### src/rtl/pipe_hazard_ctrl_pkg.sv
// Shared pipeline package: register index width, hazard FSM states,
// priority-winner encoding and the canonical nop instruction word.
package pipe_hazard_ctrl_pkg;

   localparam int REG_W  = 5;
   // Wide enough for a FLUSH countdown of FLUSH_LAT-1 with FLUSH_LAT up to 3.
   localparam int FCNT_W = 2;

   // addi x0, x0, 0 -- the bubble fetch substitutes into IF/ID.
   localparam logic [31:0] NOP_INSTR = 32'h0000_0013;

   typedef enum logic {
      RUN   = 1'b0,
      FLUSH = 1'b1
   } state_e;

   // Which priority level owns the current cycle, highest first.
   typedef enum logic [2:0] {
      SEL_FREEZE = 3'd0,  // data memory busy: freeze everything
      SEL_EX_BR  = 3'd1,  // late branch/jump redirect from EX
      SEL_FLUSH  = 3'd2,  // wrong-path nop cycles after a redirect
      SEL_HAZARD = 3'd3,  // load-use or early-branch operand dependency
      SEL_ID_BR  = 3'd4,  // early branch redirect from ID
      SEL_IWAIT  = 3'd5,  // instruction memory not ready
      SEL_IDLE   = 3'd6   // normal flow
   } sel_e;

endpackage

### src/rtl/pipe_hazard_detect.sv
// Purely combinational hazard compare: load-use stall and early-branch
// operand dependency for the instruction sitting in ID.
module pipe_hazard_detect #(
   parameter int REG_W = pipe_hazard_ctrl_pkg::REG_W
) (
   input  logic [REG_W-1:0] id_rs1,
   input  logic [REG_W-1:0] id_rs2,
   input  logic             id_use_rs1,
   input  logic             id_use_rs2,
   input  logic             id_is_branch,
   input  logic [REG_W-1:0] ex_rd,
   input  logic             ex_wen,
   input  logic             ex_is_load,
   input  logic [REG_W-1:0] mem_rd,
   input  logic             mem_is_load,
   output logic             luse,
   output logic             bdep
);

   // True when r is a live source of the ID instruction; x0 is hardwired
   // zero, so a compare on index 0 never matches.
   function automatic logic src_match(input logic [REG_W-1:0] r,
                                      input logic [REG_W-1:0] rs1,
                                      input logic [REG_W-1:0] rs2,
                                      input logic             use1,
                                      input logic             use2);
      return (r != '0) && ((use1 && (r == rs1)) || (use2 && (r == rs2)));
   endfunction

   logic ex_match;
   logic mem_match;

   // Compare EX and MEM destinations against the ID sources.
   always_comb begin
      ex_match  = src_match(ex_rd,  id_rs1, id_rs2, id_use_rs1, id_use_rs2);
      mem_match = src_match(mem_rd, id_rs1, id_rs2, id_use_rs1, id_use_rs2);
      luse      = ex_is_load & ex_wen & ex_match;
      bdep      = id_is_branch & ((ex_wen & ex_match) | (mem_is_load & mem_match));
   end

endmodule

### src/rtl/pipe_hazard_ctrl.sv
// Central stall/flush sequencer for the 5-stage pipeline: resolves memory
// waits, redirects and data hazards into fetch and ID/EX control strobes,
// and keeps saturating stall/flush performance counters.
module pipe_hazard_ctrl #(
   parameter int REG_W     = pipe_hazard_ctrl_pkg::REG_W,
   parameter int PERF_W    = 32,
   parameter int FLUSH_LAT = 1    // 1..3 extra nop cycles after a redirect
) (
   input  logic              clk,
   input  logic              rst,
   input  logic              iready_n,
   input  logic              dready_n,
   input  logic [REG_W-1:0]  id_rs1,
   input  logic [REG_W-1:0]  id_rs2,
   input  logic              id_use_rs1,
   input  logic              id_use_rs2,
   input  logic              id_is_branch,
   input  logic [REG_W-1:0]  ex_rd,
   input  logic              ex_wen,
   input  logic              ex_is_load,
   input  logic [REG_W-1:0]  mem_rd,
   input  logic              mem_is_load,
   input  logic              br_early_taken,
   input  logic              br_ex_taken,
   output logic              keep,
   output logic              nop,
   output logic              br_early_sel,
   output logic              br_ex_sel,
   output logic              id_ex_bubble,
   output logic              pipe_freeze,
   output logic [PERF_W-1:0] stall_cnt,
   output logic [PERF_W-1:0] flush_cnt
);

   import pipe_hazard_ctrl_pkg::*;

   localparam logic [FCNT_W-1:0] FLUSH_INIT = FCNT_W'(FLUSH_LAT - 1);

   state_e             state_q, state_d;
   logic [FCNT_W-1:0]  fcnt_q, fcnt_d;
   logic [PERF_W-1:0]  stall_cnt_q, stall_cnt_d;
   logic [PERF_W-1:0]  flush_cnt_q, flush_cnt_d;
   logic               luse;
   logic               bdep;
   sel_e               sel;

   pipe_hazard_detect #(
      .REG_W (REG_W)
   ) u_detect (
      .id_rs1       (id_rs1),
      .id_rs2       (id_rs2),
      .id_use_rs1   (id_use_rs1),
      .id_use_rs2   (id_use_rs2),
      .id_is_branch (id_is_branch),
      .ex_rd        (ex_rd),
      .ex_wen       (ex_wen),
      .ex_is_load   (ex_is_load),
      .mem_rd       (mem_rd),
      .mem_is_load  (mem_is_load),
      .luse         (luse),
      .bdep         (bdep)
   );

   // Pick the single highest-priority condition that owns this cycle.
   always_comb begin
      sel = SEL_IDLE;
      if (dready_n)                sel = SEL_FREEZE;
      else if (br_ex_taken)        sel = SEL_EX_BR;
      else if (state_q == FLUSH)   sel = SEL_FLUSH;   // early branch is wrong-path here
      else if (luse || bdep)       sel = SEL_HAZARD;  // early branch waits for operands
      else if (br_early_taken)     sel = SEL_ID_BR;
      else if (iready_n)           sel = SEL_IWAIT;
   end

   // FSM state register; reset is synchronous and only acts on a clock edge.
   always_ff @(posedge clk) begin
      // NOTE: sequential state uses non-blocking assignments so every flop
      // samples pre-edge values regardless of process ordering.
      if (!rst) begin
         state_q <= RUN;
         fcnt_q  <= '0;
      end else begin
         state_q <= state_d;
         fcnt_q  <= fcnt_d;
      end
   end

   // FSM next state: redirects (re)start the flush countdown, FLUSH counts down.
   always_comb begin
      // NOTE: defaults first so no path through the case leaves a value
      // unassigned, which would otherwise infer a latch.
      state_d = state_q;
      fcnt_d  = fcnt_q;
      unique case (sel)
         SEL_EX_BR, SEL_ID_BR: begin
            state_d = FLUSH;
            fcnt_d  = FLUSH_INIT;
         end
         SEL_FLUSH: begin
            if (fcnt_q == '0) state_d = RUN;
            else              fcnt_d  = fcnt_q - 1'b1;
         end
         default: ;  // freeze, hazard, ifetch wait and idle all hold the FSM
      endcase
   end

   // Outputs: decode the winning condition; everything forced low in reset.
   always_comb begin
      keep         = 1'b0;
      nop          = 1'b0;
      br_early_sel = 1'b0;
      br_ex_sel    = 1'b0;
      id_ex_bubble = 1'b0;
      pipe_freeze  = 1'b0;
      if (rst) begin
         unique case (sel)
            SEL_FREEZE: begin
               pipe_freeze = 1'b1;
               keep        = 1'b1;
            end
            SEL_EX_BR: begin
               br_ex_sel    = 1'b1;
               nop          = 1'b1;
               id_ex_bubble = 1'b1;
            end
            SEL_FLUSH: nop = 1'b1;
            SEL_HAZARD: begin
               keep         = 1'b1;
               id_ex_bubble = 1'b1;
            end
            SEL_ID_BR: begin
               br_early_sel = 1'b1;
               nop          = 1'b1;
            end
            SEL_IWAIT: begin
               keep = 1'b1;
               nop  = 1'b1;
            end
            default: ;
         endcase
      end
   end

   // Counter next values: +1 per qualifying cycle, sticking at all-ones.
   always_comb begin
      stall_cnt_d = stall_cnt_q;
      flush_cnt_d = flush_cnt_q;
      if ((keep || pipe_freeze) && (stall_cnt_q != '1))
         stall_cnt_d = stall_cnt_q + PERF_W'(1);
      if ((br_ex_sel || br_early_sel) && (flush_cnt_q != '1))
         flush_cnt_d = flush_cnt_q + PERF_W'(1);
   end

   // Performance counter registers.
   always_ff @(posedge clk) begin
      if (!rst) begin
         stall_cnt_q <= '0;
         flush_cnt_q <= '0;
      end else begin
         stall_cnt_q <= stall_cnt_d;
         flush_cnt_q <= flush_cnt_d;
      end
   end

   assign stall_cnt = rst ? stall_cnt_q : '0;
   assign flush_cnt = rst ? flush_cnt_q : '0;

endmodule

### config.mk
export PLATFORM = sky130hd
export DESIGN_NAME = pipe_hazard_ctrl
export DESIGN_NICKNAME = d
export VERILOG_FILES = /design/src/rtl/pipe_hazard_ctrl_pkg.sv /design/src/rtl/pipe_hazard_detect.sv /design/src/rtl/pipe_hazard_ctrl.sv
export SDC_FILE = /design/constraint.sdc
export NUM_CORES = 1
export LEC_CHECK = 0
export ABC_AREA = 0
export CAP_MARGIN = 25
export CORE_ASPECT_RATIO = 0.7
export CORE_UTILIZATION = 45
export CTS_BUF_LIST = sky130_fd_sc_hd__clkbuf_16
export CTS_CLUSTER_SIZE = 24
export DETAILED_ROUTE_END_ITERATION = 16
export HOLD_SLACK_MARGIN = 0.08
export PLACE_DENSITY_LB_ADDON = 0.2
export REMOVE_ABC_BUFFERS = 1
export SLEW_MARGIN = 10
export SYNTH_ARGS = -nofsm -noshare
export SYNTH_HDL_FRONTEND = slang
export SYNTH_SLANG_ARGS = --single-unit
### constraint.sdc
create_clock -name clk -period 7.3 [get_ports clk]
set_input_delay 1.825 -clock clk [delete_from_list [all_inputs] [get_ports clk]]
set_output_delay 1.825 -clock clk [all_outputs]
set_load 0.05 [all_outputs]
==> results of run 1 <==
-- critical path, cell delays in order --
cell             delay [ps]
clkdlybuf4s50_1         460
or3_1                   400
o311a_1                 340
a22oi_2                 310
nand2_1                 170
nor4_1                  230
clkdlybuf4s50_1         860
-- flip-flops by register name, indices dropped and copies added, names as in the netlist --
register     count
fcnt_q           2
flush_cnt_q     32
stall_cnt_q     32
state_q          1
-- power by group through the flow --
stage / clock (uW) / combinational [uW] / sequential, uW
finish: 490 / 96.7 / 373
global route: 514 / 104 / 374
global placement: 0 / 94.0 / 381
CTS: 496 / 96.3 / 373
floorplan: 0 / 49.5 / 380
detailed placement: 0 / 95.9 / 381
-- cell type report --
cell class	count	area share (%)
Tap cell	120	2.69
Multi-Input combinational cell	421	47.7
Clock buffer	9	4.03
Sequential cell	67	24.0
Timing Repair Buffer	107	18.8
Clock inverter	7	1.95
Inverter	12	0.807
-- Yosys cell counts, drive strengths merged (13+ instances only) --
master	n	area (um^2)
dfxtp	67	1340
and2	61	382
nor2	60	233
nand2	40	150
xnor2	33	289
o21ai	28	140
nand4	26	163
mux2	23	270
nand3	23	135
nor3	18	95.1
clkbuf	17	63.8
a21oi	15	75.1
and3	13	81.3
-- cell families (layout without fill, tap and decap cells) --
group	count (synthesis)	in the layout	share of synthesized area (%)
muxes	24	24	6.74
DFF	67	67	32.3
AOI/OAI and AO/OA	67	67	10.3
buffers and inverters	38	135	3.88
xor gates and xnor gates	33	33	6.96
adders and majority gates	3	3	0.903
and+or+nand+nor	294	294	38.9
-- routing by layer --
layer	up-vias	GRT usage (%)	wire (um)
met5	-	0	0
met2	133	36.2	4760
li1	2049	-	-
met3	16	5.69	714
met4	0	5.82	130
met1	1956	33.5	5470
-- per-stage QoR --
stage / hold slack (ps) / cells / area, um^2 / setup WS [ps]
detailed placement: 479 / 727 / 5250 / 891
global placement: 467 / 727 / 5250 / 998
floorplan: 455 / 500 / 4040 / 1150
finish: 491 / 743 / 5580 / 876
CTS: 488 / 743 / 5580 / 885
global route: 513 / 743 / 5580 / 760
-- path summary, 6_finish.rpt --
kind         cells past startpoint             from              end  slack [ps]
min                              2  flush_cnt_q[31]  flush_cnt_q[31]         490
max                              7        mem_rd[1]     br_early_sel         880
min reg2reg                      2  flush_cnt_q[31]  flush_cnt_q[31]         490
max reg2reg                      8   stall_cnt_q[6]  stall_cnt_q[21]        4440
==> key figures, run 1 <==
Clock network
  • CTS Buf Count: 9
  • Buffer count from post-CTS setup fixing: 0
  • Root buf cell: clkbuf_16
  • CTS Hold Bufs: 0
  • CTS tree: built
  • PostCTS Resize Cnt: 0
  • Worst-Skew Late Latency: 330 ps
  • Htree depth: 3
  • Max clock buf depth: 2
  • CTS sink cnt: 67
  • Worst-path clk slew: 60 ps

Worst setup path
  • WP data arrival: 4600 ps
  • Largest fanout on the critical path: 5
  • Setup CP Type: primary input to primary output
  • Data required, critical path: 5480 ps
  • Setup crit end kind: primary output
  • Setup crit start kind: primary input

Pwr
  • Comb power frac: 10.1%
  • Sequential share of power: 38.9%
  • Sw Ratio: 23.1%
  • Switch Pwr: 222 uW
  • Leakage: 0.00199 uW
  • Clock power share: 51.0%
  • Max VDD drop: 105 uV
  • P_int: 738 uW
  • Cell area power density: 172 nW/um^2
  • Total Power: 960 uW

Min path
  • Min-delay worst type: flop to flop

Synth
  • Yosys warnings: 0
  • Register bit total from synthesis: 67
  • Predominant post-synthesis flop cell: dfxtp_1
  • Cells after Synth: 526
  • Syn Area/Cell: 7.90 um^2
  • Post-synthesis cell type count: 51
  • Post-synth EDFFs: 0
  • Seq/Total Area, Yosys: 32.3%
  • Mapped Area: 4160 um^2
  • Ys async rst share: 0%

Floorplan
  • Die H: 82.4 um
  • Initial Utilization: 47.8%
  • Core Region: 8690 um^2
  • Rows: 28
  • DIE WIDTH: 117 um
  • IO Count: 102
  • Die area: 9630 um^2

Timing
  • RSZ-0062 raised after global routing: no
  • Highest clock rate: 156 MHz
  • Hold Vio Cnt, Final: 0
  • Slew margin rel.: 47.3%
  • Setup TNS: 0 ps
  • Final setup violation count: 0
  • Actual transition at the worst max-transition pin: 785 ps
  • Max Slew Vio Count: 0
  • Max Clock Skew: 7.61 ps
  • Post-route minimum period: 6420 ps
  • Final worst-path cycle share: 88.0%

Drt
  • DR pass1 iterations: 4
  • Vias: 4,154
  • DRC violations left: 0
  • WL/cell: 14.9 um
  • Drt total wl: 11,100 um
  • DRT iter0 DRCs: 260
  • Via density: 5.59
  • Detail Route Antenna Nets: 0

Cells and area
  • Fin util: 64.3%
  • Multi-input gate area: 2660 um^2
  • Nets: 653
  • Antenna diodes: 0
  • Most common cell after layout, fill and taps aside: clkdlybuf4s50_1
  • Layout area overhead: 34.4%
  • Most frequent cells in the layout: clkdlybuf4s50_1, dfxtp_1, and2_1
  • Fillers: 776
  • Share of cells above drive strength 1: 8.35%
  • Register area: 1340 um^2

Global route
  • Global-route wire length before repair: 17,900 um
  • Initial antenna violation count: 0
  • Grt ovf: 0
  • Pin count of the biggest net entering global routing: 52
  • Vias in the first global route: 3,774
  • Gr usage total: 23.7%

Outcome
  • Outcome: finished clean

Placed design
  • RePlAce Congestion: 0.909
  • HPWL Detailed: 7920 um
  • Port Buffers: 101

Flow run
  • Max-Cap Viols: 0
No activity file was read; power rests on OpenSTA's default activity.
==> run 2, diff against run 1 <==
--- a/config.mk
+++ b/config.mk
@@ -8,10 +8,11 @@
 export ABC_AREA = 0
 export CAP_MARGIN = 25
 export CORE_ASPECT_RATIO = 0.7
-export CORE_UTILIZATION = 45
+export CORE_UTILIZATION = 32
 export CTS_BUF_LIST = sky130_fd_sc_hd__clkbuf_16
 export CTS_CLUSTER_SIZE = 24
 export DETAILED_ROUTE_END_ITERATION = 16
+export GPL_ROUTABILITY_DRIVEN = 1
 export HOLD_SLACK_MARGIN = 0.08
 export PLACE_DENSITY_LB_ADDON = 0.2
 export REMOVE_ABC_BUFFERS = 1
==> run 2 against run 1 <==
Net effect:
- the run now ends with DRC left
- clock-buffer cell count is the same
- clock power is 6.3% lower
- clock skew hardly changed
- critical endpoint unchanged
- maximum frequency grew 0.59%
- critical path depth stayed put
- final cell count grew 5.8%
- power fell by 3.2%
- largest power group unchanged
- first-iteration DRC count down 12%
- worst setup slack gained 38 ps
- final area up 0.65%
- non-clock buffer count increased by 1
- sequential share of layout area decreased by 0.16 points
==> key figures, run 2 (same netlist as run 1, synthesis figures left out) <==
Outcome
  • Outcome: finished with violations
  • Failing checks: DRC

Global route
  • Vias in the first global route: 3,865
  • Grt ovf: 0
  • Global-route wire length before repair: 18,800 um
  • Pin count of the biggest net entering global routing: 52
  • Gr usage total: 17.1%
  • Initial antenna violation count: 0

Cells and area
  • Share of cells above drive strength 1: 8.65%
  • Top flop regs: flush_cnt_q (32), stall_cnt_q (32), fcnt_q (2)
  • Layout area overhead: 35.2%
  • Most frequent cells in the layout: clkdlybuf4s50_1, dfxtp_1, and2_1
  • Fillers: 1,206
  • Most common cell after layout, fill and taps aside: clkdlybuf4s50_1
  • Nets: 654
  • Antenna diodes: 0

Placed design
  • HPWL Detailed: 8300 um
  • RePlAce Congestion: 0.845
  • Port Buffers: 101

Clock network
  • Worst-path clk slew: 60 ps
  • Max clock buf depth: 2
  • CTS Buf Count: 9
  • Htree depth: 3
  • CTS Hold Bufs: 0
  • CTS tree: built
  • Root buf cell: clkbuf_16
  • Worst-Skew Late Latency: 330 ps
  • Buffer count from post-CTS setup fixing: 0
  • CTS sink cnt: 67
  • PostCTS Resize Cnt: 0

Timing
  • Final setup violation count: 0
  • Hold Vio Cnt, Final: 0
  • Max Clock Skew: 7.85 ps
  • Max Slew Vio Count: 0
  • RSZ-0062 raised after global routing: no
  • Post-route minimum period: 6390 ps
  • Actual transition at the worst max-transition pin: 885 ps
  • Setup TNS: 0 ps
  • Final worst-path cycle share: 87.5%
  • Slew margin rel.: 40.9%
  • Highest clock rate: 157 MHz

Drt
  • DRC violations left: 12
  • Via density: 5.19
  • Detail Route Antenna Nets: 0
  • DRT iter0 DRCs: 230
  • DR pass1 iterations: 11
  • Vias: 4,076
  • WL/cell: 14.6 um
  • Drt total wl: 11,500 um

Pwr
  • Leakage: 0.00199 uW
  • Total Power: 929 uW
  • Max VDD drop: 105 uV
  • Cell area power density: 165 nW/um^2

Worst setup path
  • Setup crit start kind: primary input
  • WP data arrival: 4560 ps
  • Largest fanout on the critical path: 5
  • Setup CP Type: primary input to primary output
  • Setup crit end kind: primary output
  • Data required, critical path: 5480 ps

Floorplan
  • Die H: 97.3 um
  • Core Region: 12,500 um^2
  • Die area: 13,500 um^2
  • Initial Utilization: 33.1%
  • IO Count: 102
  • Rows: 34
  • DIE WIDTH: 138 um

Min path
  • Min-delay worst type: flop to flop

Flow run
  • Max-Cap Viols: 0
-- run 2: cell count changes in the layout (fill, tap and decap cells not counted) --
cell / previous run / this run
clkinv_2: 0 / 2
buf_4: 6 / 7
bufinv_16: 3 / 2
clkinv_1: 1 / 0
-- run 2: path summary, 6_finish.rpt --
check        slack (ps)  cells past startpoint       startpoint         endpoint
max                 910                      7        mem_rd[1]     br_early_sel
min                 490                      2  flush_cnt_q[31]  flush_cnt_q[31]
max reg2reg        4390                      7  flush_cnt_q[18]  flush_cnt_q[17]
min reg2reg         490                      2  flush_cnt_q[31]  flush_cnt_q[31]
-- run 2: metrics by stage --
step | setup slack (ps) | hold WS (ps) | instances | cell area, um^2 | utilization [%]
after global placement | 961 | 466 | 770 | 5310 | 42.3
after CTS | 929 | 488 | 786 | 5620 | 44.8
final | 914 | 486 | 786 | 5620 | 44.8
after floorplan | 1150 | 455 | 500 | 4040 | -
after detailed placement | 936 | 480 | 770 | 5310 | 42.3
after global routing | 801 | 493 | 786 | 5620 | 44.8
-- run 2: worst max-delay path, cell delays in order --
cell,delay (ps)
clkdlybuf4s50_1,470
or3_1,400
o311a_1,340
a22oi_2,300
nand2_1,160
nor4_1,210
clkdlybuf4s50_1,850
-- run 2: report_power, final --
part | internal [uW] | switching [uW]
clock network | 295 | 163
logic | 39.8 | 57.6
registers | 369 | 4.66
-- run 2: area by class of cell --
type | count | area, um^2 | share of cell area, %
Clock buffer | 9 | 225 | 4.01
Tap cell | 162 | 203 | 3.61
Inverter | 12 | 45.0 | 0.802
Sequential cell | 67 | 1340 | 23.9
Clock inverter | 7 | 85.1 | 1.51
Timing Repair Buffer | 108 | 1060 | 18.8
Multi-Input combinational cell | 421 | 2660 | 47.4
-- run 2: per-layer routing --
layer | up-vias | wire [um] | global-route usage (%)
met2 | 93 | 4760 | 25.1
li1 | 2066 | - | -
met5 | - | 0 | 0
met4 | 0 | 63 | 4.49
met1 | 1911 | 6170 | 24.8
met3 | 6 | 490 | 3.84
==> run 3, diff against run 2 <==
--- a/config.mk
+++ b/config.mk
@@ -16,6 +16,7 @@
 export HOLD_SLACK_MARGIN = 0.08
 export PLACE_DENSITY_LB_ADDON = 0.2
 export REMOVE_ABC_BUFFERS = 1
+export SETUP_SLACK_MARGIN = 0.5
 export SLEW_MARGIN = 10
 export SYNTH_ARGS = -nofsm -noshare
 export SYNTH_HDL_FRONTEND = slang
==> results of run 3 <==
The final DEF is identical to that of run 2; final timing and power are the same.
